<file path="config.mk">
export PLATFORM = sky130hd
export DESIGN_NAME = retire_stage_flat
export DESIGN_NICKNAME = d
export VERILOG_FILES = /design/src/rtl/retire_stage_if.sv /design/src/rtl/retire_stage.sv /design/src/flat_wrapper.sv
export SDC_FILE = /design/constraint.sdc
export NUM_CORES = 1
export LEC_CHECK = 0
export ABC_AREA = 0
export CAP_MARGIN = 15
export CORE_ASPECT_RATIO = 0.9
export CORE_MARGIN = 4
export CORE_UTILIZATION = 41
export CTS_CLUSTER_DIAMETER = 40
export DETAILED_ROUTE_END_ITERATION = 12
export GPL_TIMING_DRIVEN = 1
export PLACE_DENSITY_LB_ADDON = 0.1
export SETUP_SLACK_MARGIN = 0.3
export SLEW_MARGIN = 20
export SYNTH_ARGS = -nofsm -noshare
export SYNTH_HDL_FRONTEND = slang
export SYNTH_SLANG_ARGS = --single-unit
</file>
<file path="constraint.sdc">
create_clock -name clock -period 3.15 [get_ports clock]
set_input_delay 0.63 -clock clock [delete_from_list [all_inputs] [get_ports clock]]
set_output_delay 0.63 -clock clock [all_outputs]
set_load 0.02 [all_outputs]
</file>
<file path="src/rtl/retire_stage_if.sv">
// Retire-stage bus: ROB head window in, retire count / free-list / commit state out.
interface retire_stage_if #(
    parameter int unsigned N         = 3,
    parameter int unsigned PHYS_BITS = 6,
    parameter int unsigned ARCH_REGS = 32
);
    localparam int unsigned CntW  = $clog2(N + 1);
    localparam int unsigned ArchW = $clog2(ARCH_REGS);

    logic [N-1:0]                        rob_complete;
    logic [N-1:0]                        rob_has_dest;
    logic [N-1:0][ArchW-1:0]             rob_arch_reg;
    logic [N-1:0][PHYS_BITS-1:0]         rob_t_new;
    logic [N-1:0][PHYS_BITS-1:0]         rob_t_old;
    logic [N-1:0]                        rob_mispredict;
    logic [N-1:0]                        rob_halt;
    logic [CntW-1:0]                     rob_outputs_valid;

    logic [CntW-1:0]                     num_retiring;
    logic [N-1:0]                        free_valid;
    logic [N-1:0][PHYS_BITS-1:0]         free_reg;
    logic [ARCH_REGS-1:0][PHYS_BITS-1:0] arch_map;
    logic                                flush_valid;
    logic                                halted;
    logic [63:0]                         retired_count;
    logic                                deadlock;

    modport master (
        output rob_complete, rob_has_dest, rob_arch_reg, rob_t_new, rob_t_old,
               rob_mispredict, rob_halt, rob_outputs_valid,
        input  num_retiring, free_valid, free_reg, arch_map, flush_valid, halted,
               retired_count, deadlock
    );

    modport slave (
        input  rob_complete, rob_has_dest, rob_arch_reg, rob_t_new, rob_t_old,
               rob_mispredict, rob_halt, rob_outputs_valid,
        output num_retiring, free_valid, free_reg, arch_map, flush_valid, halted,
               retired_count, deadlock
    );
endinterface

</file>
<file path="src/rtl/retire_stage.sv">
// In-order commit stage: retires the completed prefix of the ROB head window, keeps the
// committed arch map, and sequences mispredict flushes, halt and a stall watchdog.
module retire_stage #(
    parameter int unsigned N          = 3,
    parameter int unsigned PHYS_BITS  = 6,
    parameter int unsigned ARCH_REGS  = 32,
    parameter int unsigned WDOG_LIMIT = 1024
) (
    input logic             clock,
    input logic             reset_n,
    retire_stage_if.slave   rob
);
    localparam int unsigned CntW  = $clog2(N + 1);
    localparam int unsigned WdogW = $clog2(WDOG_LIMIT + 1);

    typedef enum logic [1:0] {StRun, StFlush, StHalted} state_e;

    state_e                              state_q, state_d;
    logic [ARCH_REGS-1:0][PHYS_BITS-1:0] arch_map_q, arch_map_d;
    logic [63:0]                         retired_count_q, retired_count_d;
    logic [WdogW-1:0]                    wdog_q, wdog_d;
    logic                                deadlock_q, deadlock_d;

    logic [N-1:0]    retiring;
    logic [N-1:0]    map_wr;
    logic [CntW-1:0] retire_cnt;
    logic            mispredict_end;
    logic            halt_end;
    logic            group_stop;

    // State register
    always_ff @(posedge clock or negedge reset_n) begin
        if (!reset_n) begin
            state_q         <= StRun;
            retired_count_q <= '0;
            wdog_q          <= '0;
            deadlock_q      <= 1'b0;
            for (int i = 0; i < int'(ARCH_REGS); i++) begin
                arch_map_q[i] <= PHYS_BITS'(i);
            end
        end else begin
            state_q         <= state_d;
            retired_count_q <= retired_count_d;
            wdog_q          <= wdog_d;
            deadlock_q      <= deadlock_d;
            arch_map_q      <= arch_map_d;
        end
    end

    // Next-state logic
    always_comb begin
        state_d = state_q;
        unique case (state_q)
            StRun: begin
                if (mispredict_end)  state_d = StFlush;
                else if (halt_end)   state_d = StHalted;
            end
            StFlush:  state_d = StRun;
            StHalted: state_d = StHalted;
            default:  state_d = StRun;
        endcase
    end

    // Outputs: retire select and everything derived from it
    always_comb begin
        retiring       = '0;
        map_wr         = '0;
        retire_cnt     = '0;
        mispredict_end = 1'b0;
        halt_end       = 1'b0;
        group_stop     = 1'b0;
        rob.free_reg   = '0;

        if (reset_n && state_q == StRun) begin
            for (int i = 0; i < int'(N); i++) begin
                if (!group_stop && i < int'(rob.rob_outputs_valid) && rob.rob_complete[i]) begin
                    retiring[i] = 1'b1;
                    retire_cnt  = retire_cnt + CntW'(1);
                    // The oldest mispredict/halt retires itself and closes the group
                    if (rob.rob_mispredict[i]) begin
                        mispredict_end = 1'b1;
                        group_stop     = 1'b1;
                    end else if (rob.rob_halt[i]) begin
                        halt_end   = 1'b1;
                        group_stop = 1'b1;
                    end
                end else begin
                    group_stop = 1'b1;
                end
            end
        end

        for (int i = 0; i < int'(N); i++) begin
            map_wr[i] = retiring[i] & rob.rob_has_dest[i] & (rob.rob_arch_reg[i] != '0);
            if (reset_n) rob.free_reg[i] = rob.rob_t_old[i];
        end

        rob.num_retiring  = retire_cnt;
        rob.free_valid    = map_wr;
        rob.flush_valid   = (state_q == StFlush);
        rob.halted        = (state_q == StHalted);
        rob.arch_map      = arch_map_q;
        rob.retired_count = retired_count_q;
        rob.deadlock      = deadlock_q;
    end

    // Commit datapath: map writes in slot order so the youngest writer wins
    always_comb begin
        arch_map_d = arch_map_q;
        for (int i = 0; i < int'(N); i++) begin
            if (map_wr[i]) arch_map_d[rob.rob_arch_reg[i]] = rob.rob_t_new[i];
        end
        retired_count_d = retired_count_q + 64'(retire_cnt);

        wdog_d = wdog_q;
        if (state_q == StFlush) begin
            wdog_d = '0;
        end else if (state_q == StRun) begin
            if (retire_cnt != '0) begin
                wdog_d = '0;
            end else if (rob.rob_outputs_valid != '0 && wdog_q != WdogW'(WDOG_LIMIT)) begin
                wdog_d = wdog_q + WdogW'(1);
            end
        end
        deadlock_d = deadlock_q | (wdog_q == WdogW'(WDOG_LIMIT));
    end
endmodule

</file>
<file path="src/flat_wrapper.sv">
// flat-port wrapper written by rule: the top's interface ports become plain ports
module retire_stage_flat 
#(
    parameter int unsigned N          = 3,
    parameter int unsigned PHYS_BITS  = 6,
    parameter int unsigned ARCH_REGS  = 32,
    parameter int unsigned WDOG_LIMIT = 1024
)
  (clock, reset_n, rob_rob_complete, rob_rob_has_dest, rob_rob_arch_reg, rob_rob_t_new, rob_rob_t_old, rob_rob_mispredict, rob_rob_halt, rob_rob_outputs_valid, rob_num_retiring, rob_free_valid, rob_free_reg, rob_arch_map, rob_flush_valid, rob_halted, rob_retired_count, rob_deadlock);
  retire_stage_if #(.N(N), .PHYS_BITS(PHYS_BITS), .ARCH_REGS(ARCH_REGS)) rob_i ();
  input logic clock;
  input logic reset_n;
  input wire logic [$bits(rob_i.rob_complete)-1:0] rob_rob_complete;
  input wire logic [$bits(rob_i.rob_has_dest)-1:0] rob_rob_has_dest;
  input wire logic [$bits(rob_i.rob_arch_reg)-1:0] rob_rob_arch_reg;
  input wire logic [$bits(rob_i.rob_t_new)-1:0] rob_rob_t_new;
  input wire logic [$bits(rob_i.rob_t_old)-1:0] rob_rob_t_old;
  input wire logic [$bits(rob_i.rob_mispredict)-1:0] rob_rob_mispredict;
  input wire logic [$bits(rob_i.rob_halt)-1:0] rob_rob_halt;
  input wire logic [$bits(rob_i.rob_outputs_valid)-1:0] rob_rob_outputs_valid;
  output wire logic [$bits(rob_i.num_retiring)-1:0] rob_num_retiring;
  output wire logic [$bits(rob_i.free_valid)-1:0] rob_free_valid;
  output wire logic [$bits(rob_i.free_reg)-1:0] rob_free_reg;
  output wire logic [$bits(rob_i.arch_map)-1:0] rob_arch_map;
  output wire logic [$bits(rob_i.flush_valid)-1:0] rob_flush_valid;
  output wire logic [$bits(rob_i.halted)-1:0] rob_halted;
  output wire logic [$bits(rob_i.retired_count)-1:0] rob_retired_count;
  output wire logic [$bits(rob_i.deadlock)-1:0] rob_deadlock;
  assign rob_i.rob_complete = rob_rob_complete;
  assign rob_i.rob_has_dest = rob_rob_has_dest;
  assign rob_i.rob_arch_reg = rob_rob_arch_reg;
  assign rob_i.rob_t_new = rob_rob_t_new;
  assign rob_i.rob_t_old = rob_rob_t_old;
  assign rob_i.rob_mispredict = rob_rob_mispredict;
  assign rob_i.rob_halt = rob_rob_halt;
  assign rob_i.rob_outputs_valid = rob_rob_outputs_valid;
  assign rob_num_retiring = rob_i.num_retiring;
  assign rob_free_valid = rob_i.free_valid;
  assign rob_free_reg = rob_i.free_reg;
  assign rob_arch_map = rob_i.arch_map;
  assign rob_flush_valid = rob_i.flush_valid;
  assign rob_halted = rob_i.halted;
  assign rob_retired_count = rob_i.retired_count;
  assign rob_deadlock = rob_i.deadlock;
  retire_stage #(.N(N), .PHYS_BITS(PHYS_BITS), .ARCH_REGS(ARCH_REGS), .WDOG_LIMIT(WDOG_LIMIT)) u_core (.clock(clock), .reset_n(reset_n), .rob(rob_i));
endmodule
</file>
==> impl_metrics.yaml, run 1 <==
critical_path:
  critPathKind: "in2reg"
  slowest_stage: "or3_4"
  cp_top_family: "simple AND/OR/NAND/NOR gates"
  critPathMaxFanout: 5
  required_ns: 3.62
  worstPathCellList: "buf_6 > buf_6 > nor4b_4 > nand2_2 > nor2_4 > xnor2_4 > nor2_4 > ha_4 > inv_2 > fa_2 > nand4b_1 > or3_4 > nor3_4 > buf_4 > buf_6 > nand3_2 > xnor2_1"
  worstSetupStartpointType: "input port"
  critical_path_buf_inv_count: 5
  slowest_delay_ns: 0.42
  worst_path_most_repeated_cell: "buf_6"
  cp.arrival_ns: 3.49
  end_kind: "flop"
grt:
  grt_pass1_vias: 16200
  grt_pass1_wl_mm: 99.8
  grt_use_total_pct: 29.9
  grt_max_degree: 148
  antenna_found_initial: 2
  grt_overflow: 0
die:
  io_pins: 349
  die_w_um: 219
  placementRows: 69
  start_util_pct: 41.6
  core_um2: 39500
  die_h_um: 198
  dieArea_um2: 43400
detailed_routing:
  drc: 0
  ant_nets: 0
  vias_per_cell: 5.88
  drt_first_pass_iters: 5
  vias: 16300
  avgRoutedWirePerCell_um: 24.3
  drt_iter0_drc: 1630
  postRouteWirelength_mm: 67.4
place:
  gp_congestion: 0.978
  port_buffers: 348
  dpl-instance-area_um2: 21600
  hpwl_mm: 46.2
clock_tree:
  cts_root_buf: "clkbuf_16"
  ctsHoldBuffers: 0
  cts.sinks: 270
  cts.clk_slew.worst_paths_ns: 0.05
  cts_max_level: 2
  clk_latency_ns: 0.59
  clk_path_buf_depth: 3
  cts_tree: "built"
  cts_buffers: 49
sta:
  finalHoldViolations: 0
  min_period_over_period_pct: 95.9
  worstMarginPinSlew_ns: 0.989
  clock-skew-final_ns: 0.0281
  slew_violations: 0
  finalSetupViolCount: 0
  period_needed_ns: 3.02
  rsz0062_at_grt: "yes"
  max_freq_ghz: 0.331
  slew_headroom_pct: 33.5
layout:
  nNetsFinal: 2272
  layout.cell_area.non_filler_um2: 23600
  final_util_pct: 59.7
  seq_area_um2: 6860
  fillers: 3415
  drive_above_1_share_pct: 26.0
  area_growth_pct: 43.7
  multi_input_area_um2: 9120
yosys:
  syn_inst: 1749
  synth_cell_types: 79
  syn_area_um2: 16400
  synth_top_area_share_pct: 28.9
  ys_seq_area_share_pct: 41.7
  yosysWarnings: 0
  syn_area_per_cell_um2: 9.40
  synth_flop_cell: "dfrtp_1"
  synth_seq_cells: 270
  synth_area_leader_cell: "dfrtp_1"
  netlist_top_cells_area: "dfrtp_1 29%, dfstp_2 13%, mux2_2 7.4%"
  async_flop_share_pct: 100
  synth_nets: 1823
  synth-edff-count: 0
power_and_ir_drop:
  combPwrFrac_pct: 19.3
  power.share.clock_pct: 46.7
  powerDensity_nw_per_um2: 507
  seq_power_share_pct: 34.1
  switching_share_pct: 29.7
  ir_drop_mv: 0.414
  switchingPower_w: 0.00356
  power.leakage_nw: 9.97
  intPower_w: 0.00841
job:
  maxCapViolations: 0
outcome:
  status: "complete, no violations"
worst_hold_path:
  hold_path.class: "in2async"
==> layout by cell type, fill, tap and decap left out, types with 18 or more instances in the layout <==
| cell | count |
|---|---|
| nor3_1 | 22 |
| mux2_2 | 108 |
| xor2_1 | 26 |
| o21ai_1 | 18 |
| buf_4 | 188 |
| nand3_1 | 74 |
| dfrtp_1 | 190 |
| nand4_1 | 40 |
| and2_1 | 27 |
| a211oi_1 | 42 |
| o21ai_0 | 160 |
| clkbuf_16 | 49 |
| mux2i_1 | 92 |
| o31ai_1 | 24 |
| o22ai_1 | 62 |
| and3_1 | 58 |
| clkdlybuf4s50_1 | 334 |
| dfstp_2 | 80 |
| xnor2_1 | 34 |
| nor2_1 | 80 |
| nand2_1 | 167 |
| nor4_1 | 32 |
==> final timing paths <==
kind / start / endpoint / slack (ns) / depth (start not counted)
max: rob_rob_halt[0] / u_core.rob.retired_count[30]$_DFF_PN0_ / 0.13 / 17
min: reset_n / u_core.rob.arch_map[98]$_DFF_PN0_ / 0.10 / 3
max reg2reg: u_core.state_q[1]$_DFFE_PN0P_ / u_core.rob.retired_count[30]$_DFF_PN0_ / 0.28 / 12
min reg2reg: u_core.rob.arch_map[2]$_DFF_PN0_ / u_core.rob.arch_map[2]$_DFF_PN0_ / 0.37 / 0
max in group asynchronous: reset_n / u_core.rob.arch_map[113]$_DFF_PN0_ / 1.84 / 4
min in group clock: u_core.rob.arch_map[2]$_DFF_PN0_ / u_core.rob.arch_map[2]$_DFF_PN0_ / 0.37 / 0
==> what timing repair did <==
| item | in CTS | in global routing |
|---|---|---|
| buffers inserted | 8 | 6 |
| gates resized for setup | 70 | 15 |
| setup endpoints to repair | 55 | 50 |
| gates cloned | 1 | 0 |
| pin swaps | 25 | 4 |
==> flip-flops by register name (all words and copies together) (netlist names) <==
signal,count
u_core.rob.retired_count,64
u_core.rob.deadlock,1
u_core.rob.arch_map,192
u_core.wdog_q,11
u_core.state_q,2
==> Yosys cell counts, types with 9 or more instances <==
cell      number
or3_1          9
nand4_1       40
mux2i_1       92
and2_1        27
o21ai_1       18
a21boi_0      11
a211oi_1      42
o31ai_1       24
dfrtp_1      190
xnor2_1       37
o21ai_0      160
xor2_1        26
inv_1         20
nand2b_1      10
nand3_1       76
nand2_1      170
nor2b_1       10
and4_1        11
a21o_1        13
clkbuf_1     128
a21oi_1       11
o22ai_1       62
dfstp_2       80
a31oi_1       14
nor3_1        30
mux2_2       108
and3_1        58
nor2_1        88
nor4_1        37
==> through the flow <==
step / hold slack, ns / worst slack (ns) / std cells / TNS, ns / total power, W
after floorplan: 0.334 / -0.644 / 1749 / -11.55 / 0.00521
after global placement: 0.364 / -0.901 / 2664 / -40.52 / 0.00634
after detailed placement: 0.364 / -0.891 / 2664 / -44.63 / 0.00637
after CTS: 0.0760 / 0.185 / 2765 / 0 / 0.0120
after global routing: 0.0953 / -0.0234 / 2773 / -0.0878 / 0.0124
final: 0.105 / 0.129 / 2774 / 0 / 0.0120
==> final cells by class <==
cell class | instances | area share (%)
diodes | 3 | 0.0318
clock buffers | 60 | 5.58
clock inverters | 32 | 1.78
inverters | 26 | 0.413
multi-input cells | 1298 | 38.6
flip-flops and latches | 270 | 29.0
well taps | 532 | 2.82
repair buffers | 553 | 21.7
==> layer usage <==
layer / vias to the layer above / share of wire, % / global-route usage, %
li1: 7318 / - / -
met1: 8029 / 43 / 42.0
met2: 827 / 45 / 45.5
met3: 143 / 8.7 / 5.91
met4: 0 / 3.8 / 12.2
met5: - / 0 / 0
==> tightest hold or removal path: stages <==
cell and delay, ns:
buf_8 0.07, buf_4 0.09, buf_4 0.24
==> kinds of logic after synthesis <==
family	after synthesis	synth area share (%)
flops	270	41.7
fa+ha+maj	7	0.578
xor+xnor	63	3.36
mux	206	13.5
compound gates	383	14.4
simple gates	639	21.7
buf+inv	181	4.69
==> power by group through the flow <==
stage          logic [W]  clock network [W]  registers, W
3_5_place_dp     0.00225                  0       0.00412
3_3_place_gp     0.00222                  0       0.00412
4_1_cts          0.00228            0.00566       0.00407
5_1_grt          0.00246            0.00580       0.00411
2_1_floorplan   0.000905                  0       0.00430
6_report         0.00231            0.00558       0.00408
Power figures use the tool's default switching activity.
==> run 2, diff against run 1 <==
CORE_UTILIZATION = 47   (was 41)
CTS_CLUSTER_DIAMETER = not set   (was 40)
PLACE_DENSITY = 0.83   (was not set)
PLACE_DENSITY_LB_ADDON = not set   (was 0.1)
==> run 2 against run 1 <==
Compared with the run above: clock skew fell by 0.021 ns; clock-buffer cell count fell by 18; utilization rose by 6.9 points; global-route usage rose by 3.1 points; non-clock buffer count shrank 9; first-iteration DRC count up 24%; wire length is 2.3% lower; critical endpoint unchanged; sequential power hardly changed; via count is 4.2% higher.
==> impl_metrics.yaml, run 2 (synthesized netlist as in run 1, its figures left out) <==
clock_tree:
  cts_tree: "built"
  clk_path_buf_depth: 3
  clk_latency_ns: 0.57
  cts_root_buf: "clkbuf_16"
  cts_buffers: 30
  cts.sinks: 270
  cts_max_level: 1
  cts.clk_slew.worst_paths_ns: 0.06
power_and_ir_drop:
  ir_drop_mv: 0.422
  p_total_w: 0.0104
  power.leakage_nw: 9.64
  powerDensity_nw_per_um2: 453
grt:
  grt_max_degree: 81
  antenna_found_initial: 1
  grt_overflow: 0
  grt_pass1_wl_mm: 98.4
  grt_pass1_vias: 16700
  grt_use_total_pct: 33.0
critical_path:
  worstSetupPathDepth: 16
  critical_path_buf_inv_count: 4
  worstPathCellList: "buf_6 > buf_6 > nor4b_4 > nand2_2 > nor2_4 > xnor2_4 > nor2_4 > ha_4 > inv_2 > fa_2 > nand4b_1 > or3_4 > nor3_4 > buf_6 > nand3_2 > xnor2_1"
  required_ns: 3.61
  slowest_stage: "or3_4"
  worst_path_most_repeated_cell: "buf_6"
  reg2reg_setup_slack_ns: 0.16
  worstRegToRegCells: 10
  worstSetupStartpointType: "input port"
  crit_start: "rob_rob_halt[0]"
  critPathKind: "in2reg"
  slowest_delay_ns: 0.44
  end_kind: "flop"
  worstSetupEndpoint: "u_core.rob.retired_count[30]$_DFF_PN0_"
  cp_top_family: "simple AND/OR/NAND/NOR gates"
  critPathMaxFanout: 6
  reg2reg_from: "u_core.state_q[1]$_DFFE_PN0P_"
  cp.arrival_ns: 3.60
  worstReg2RegEnd: "u_core.rob.retired_count[30]$_DFF_PN0_"
detailed_routing:
  drt_iter0_drc: 2015
  drc: 0
  vias: 17000
  avgRoutedWirePerCell_um: 24.8
  postRouteWirelength_mm: 65.9
  ant_nets: 0
  vias_per_cell: 6.40
  drt_first_pass_iters: 7
layout:
  layout.cell_area.non_filler_um2: 22800
  drive_above_1_share_pct: 24.2
  seq_area_um2: 6860
  area_growth_pct: 38.9
  final_cell_mix: "333 x clkdlybuf4s50_1, 190 x dfrtp_1, 176 x buf_4, 166 x nand2_1, 160 x o21ai_0"
  nNetsFinal: 2244
  fin_cells: 2657
  multi_input_area_um2: 9120
  layout_commonest_cell: "clkdlybuf4s50_1"
  largest_reg_flops: 192
  fillers: 2625
sta:
  finalWorstSetupSlack_ns: 0.0136
  final.setup.tns_ns: 0
  min_period_over_period_pct: 99.6
  max_freq_ghz: 0.319
  slew_headroom_pct: 31.5
  slew_violations: 0
  finalSetupViolCount: 0
  finalHoldViolations: 0
  rsz0062_at_grt: "yes"
  period_needed_ns: 3.14
  worstMarginPinSlew_ns: 1.02
  clock-skew-final_ns: 0.00716
place:
  post-place-ws_ns: -0.981
  dpl-instance-area_um2: 21300
  hpwl_mm: 45.0
  gp_congestion: 0.998
  port_buffers: 348
  placed_cells: 2576
die:
  core_um2: 34300
  start_util_pct: 48.0
  die_h_um: 185
  dieArea_um2: 38000
  placementRows: 64
  io_pins: 349
  die_w_um: 205
job:
  maxCapViolations: 0
outcome:
  status: "complete, no violations"
worst_hold_path:
  hold_path.class: "in2async"
run 2: changes by cell type in the layout (fill, tap and decap cells not counted), sizes merged, moves of 2 or more:
cell	delta
clkbuf	-18
buf	-9
clkinv	-9
inv	-6
clkinvlp	-3
diode	-2
run 2: cell type report:
class / count / area share, %
tap: 462 / 2.53
timing repair buffer: 544 / 22.2
clock inverter: 14 / 1.16
sequential: 270 / 30.0
inverter: 26 / 0.427
clock buffer: 42 / 3.70
antenna: 1 / 0.0110
multi-input combinational: 1298 / 39.9
run 2: stage by stage:
stage          hold slack (ns)  utilization [%]
2_1_floorplan            0.334                -
3_3_place_gp             0.364             62.2
3_5_place_dp             0.364             62.2
4_1_cts                  0.127             66.1
5_1_grt                  0.141             66.6
6_report                 0.144             66.6
run 2: report_power, final:
part | total [W] | switching [W] | internal, W
combinational | 0.00232 | 0.00132 | 0.00100
sequential | 0.00408 | 0.000277 | 0.00380
clock | 0.00396 | 0.00151 | 0.00244
run 2: worst min path at each step:
stage / start / to / slack, ns / depth (start not counted)
3_5_place_dp: u_core.rob.arch_map[1]$_DFF_PN0_ / u_core.rob.arch_map[1]$_DFF_PN0_ / 0.36 / 0
3_3_place_gp: u_core.rob.arch_map[3]$_DFF_PN0_ / u_core.rob.arch_map[3]$_DFF_PN0_ / 0.36 / 0
4_1_cts: reset_n / u_core.rob.arch_map[148]$_DFF_PN1_ / 0.13 / 2
2_1_floorplan: reset_n / u_core.rob.arch_map[0]$_DFF_PN0_ / 0.33 / 0
5_1_grt: reset_n / u_core.rob.arch_map[148]$_DFF_PN1_ / 0.14 / 2
6_report: reset_n / u_core.rob.arch_map[148]$_DFF_PN1_ / 0.14 / 2
run 2: layer usage:
metal  vias to the layer above  share of wire, %  track usage (%)  wire length (um)
met5                         -             0.029                0                19
met4                         2               5.6             15.9              3690
met3                       270                13             8.44              8530
met2                      1380                44             51.1             29100
met1                      8111                37             43.4             24500
li1                       7232                 -                -                 -
run 2: worst register-to-register path, cell delays in order (launching register included):
cell and delay [ns]:
dfrtp_1 0.38, buf_4 0.21, nor3b_2 0.27, o211ai_1 0.21
fa_2 0.40, nand4b_1 0.27, or3_4 0.44, nor3_4 0.17
buf_6 0.17, nand3_2 0.11, xnor2_1 0.26
run 2: repair_timing:
item / 4_1_cts / 5_1_grt
hold endpoints to repair: 4 / 0
buffers inserted: 15 / 6
cloned: 1 / 1
endpoints found under the setup margin: 56 / 89
hold buffers: 1 / 0
pin swaps: 27 / 12
resized for setup: 60 / 28
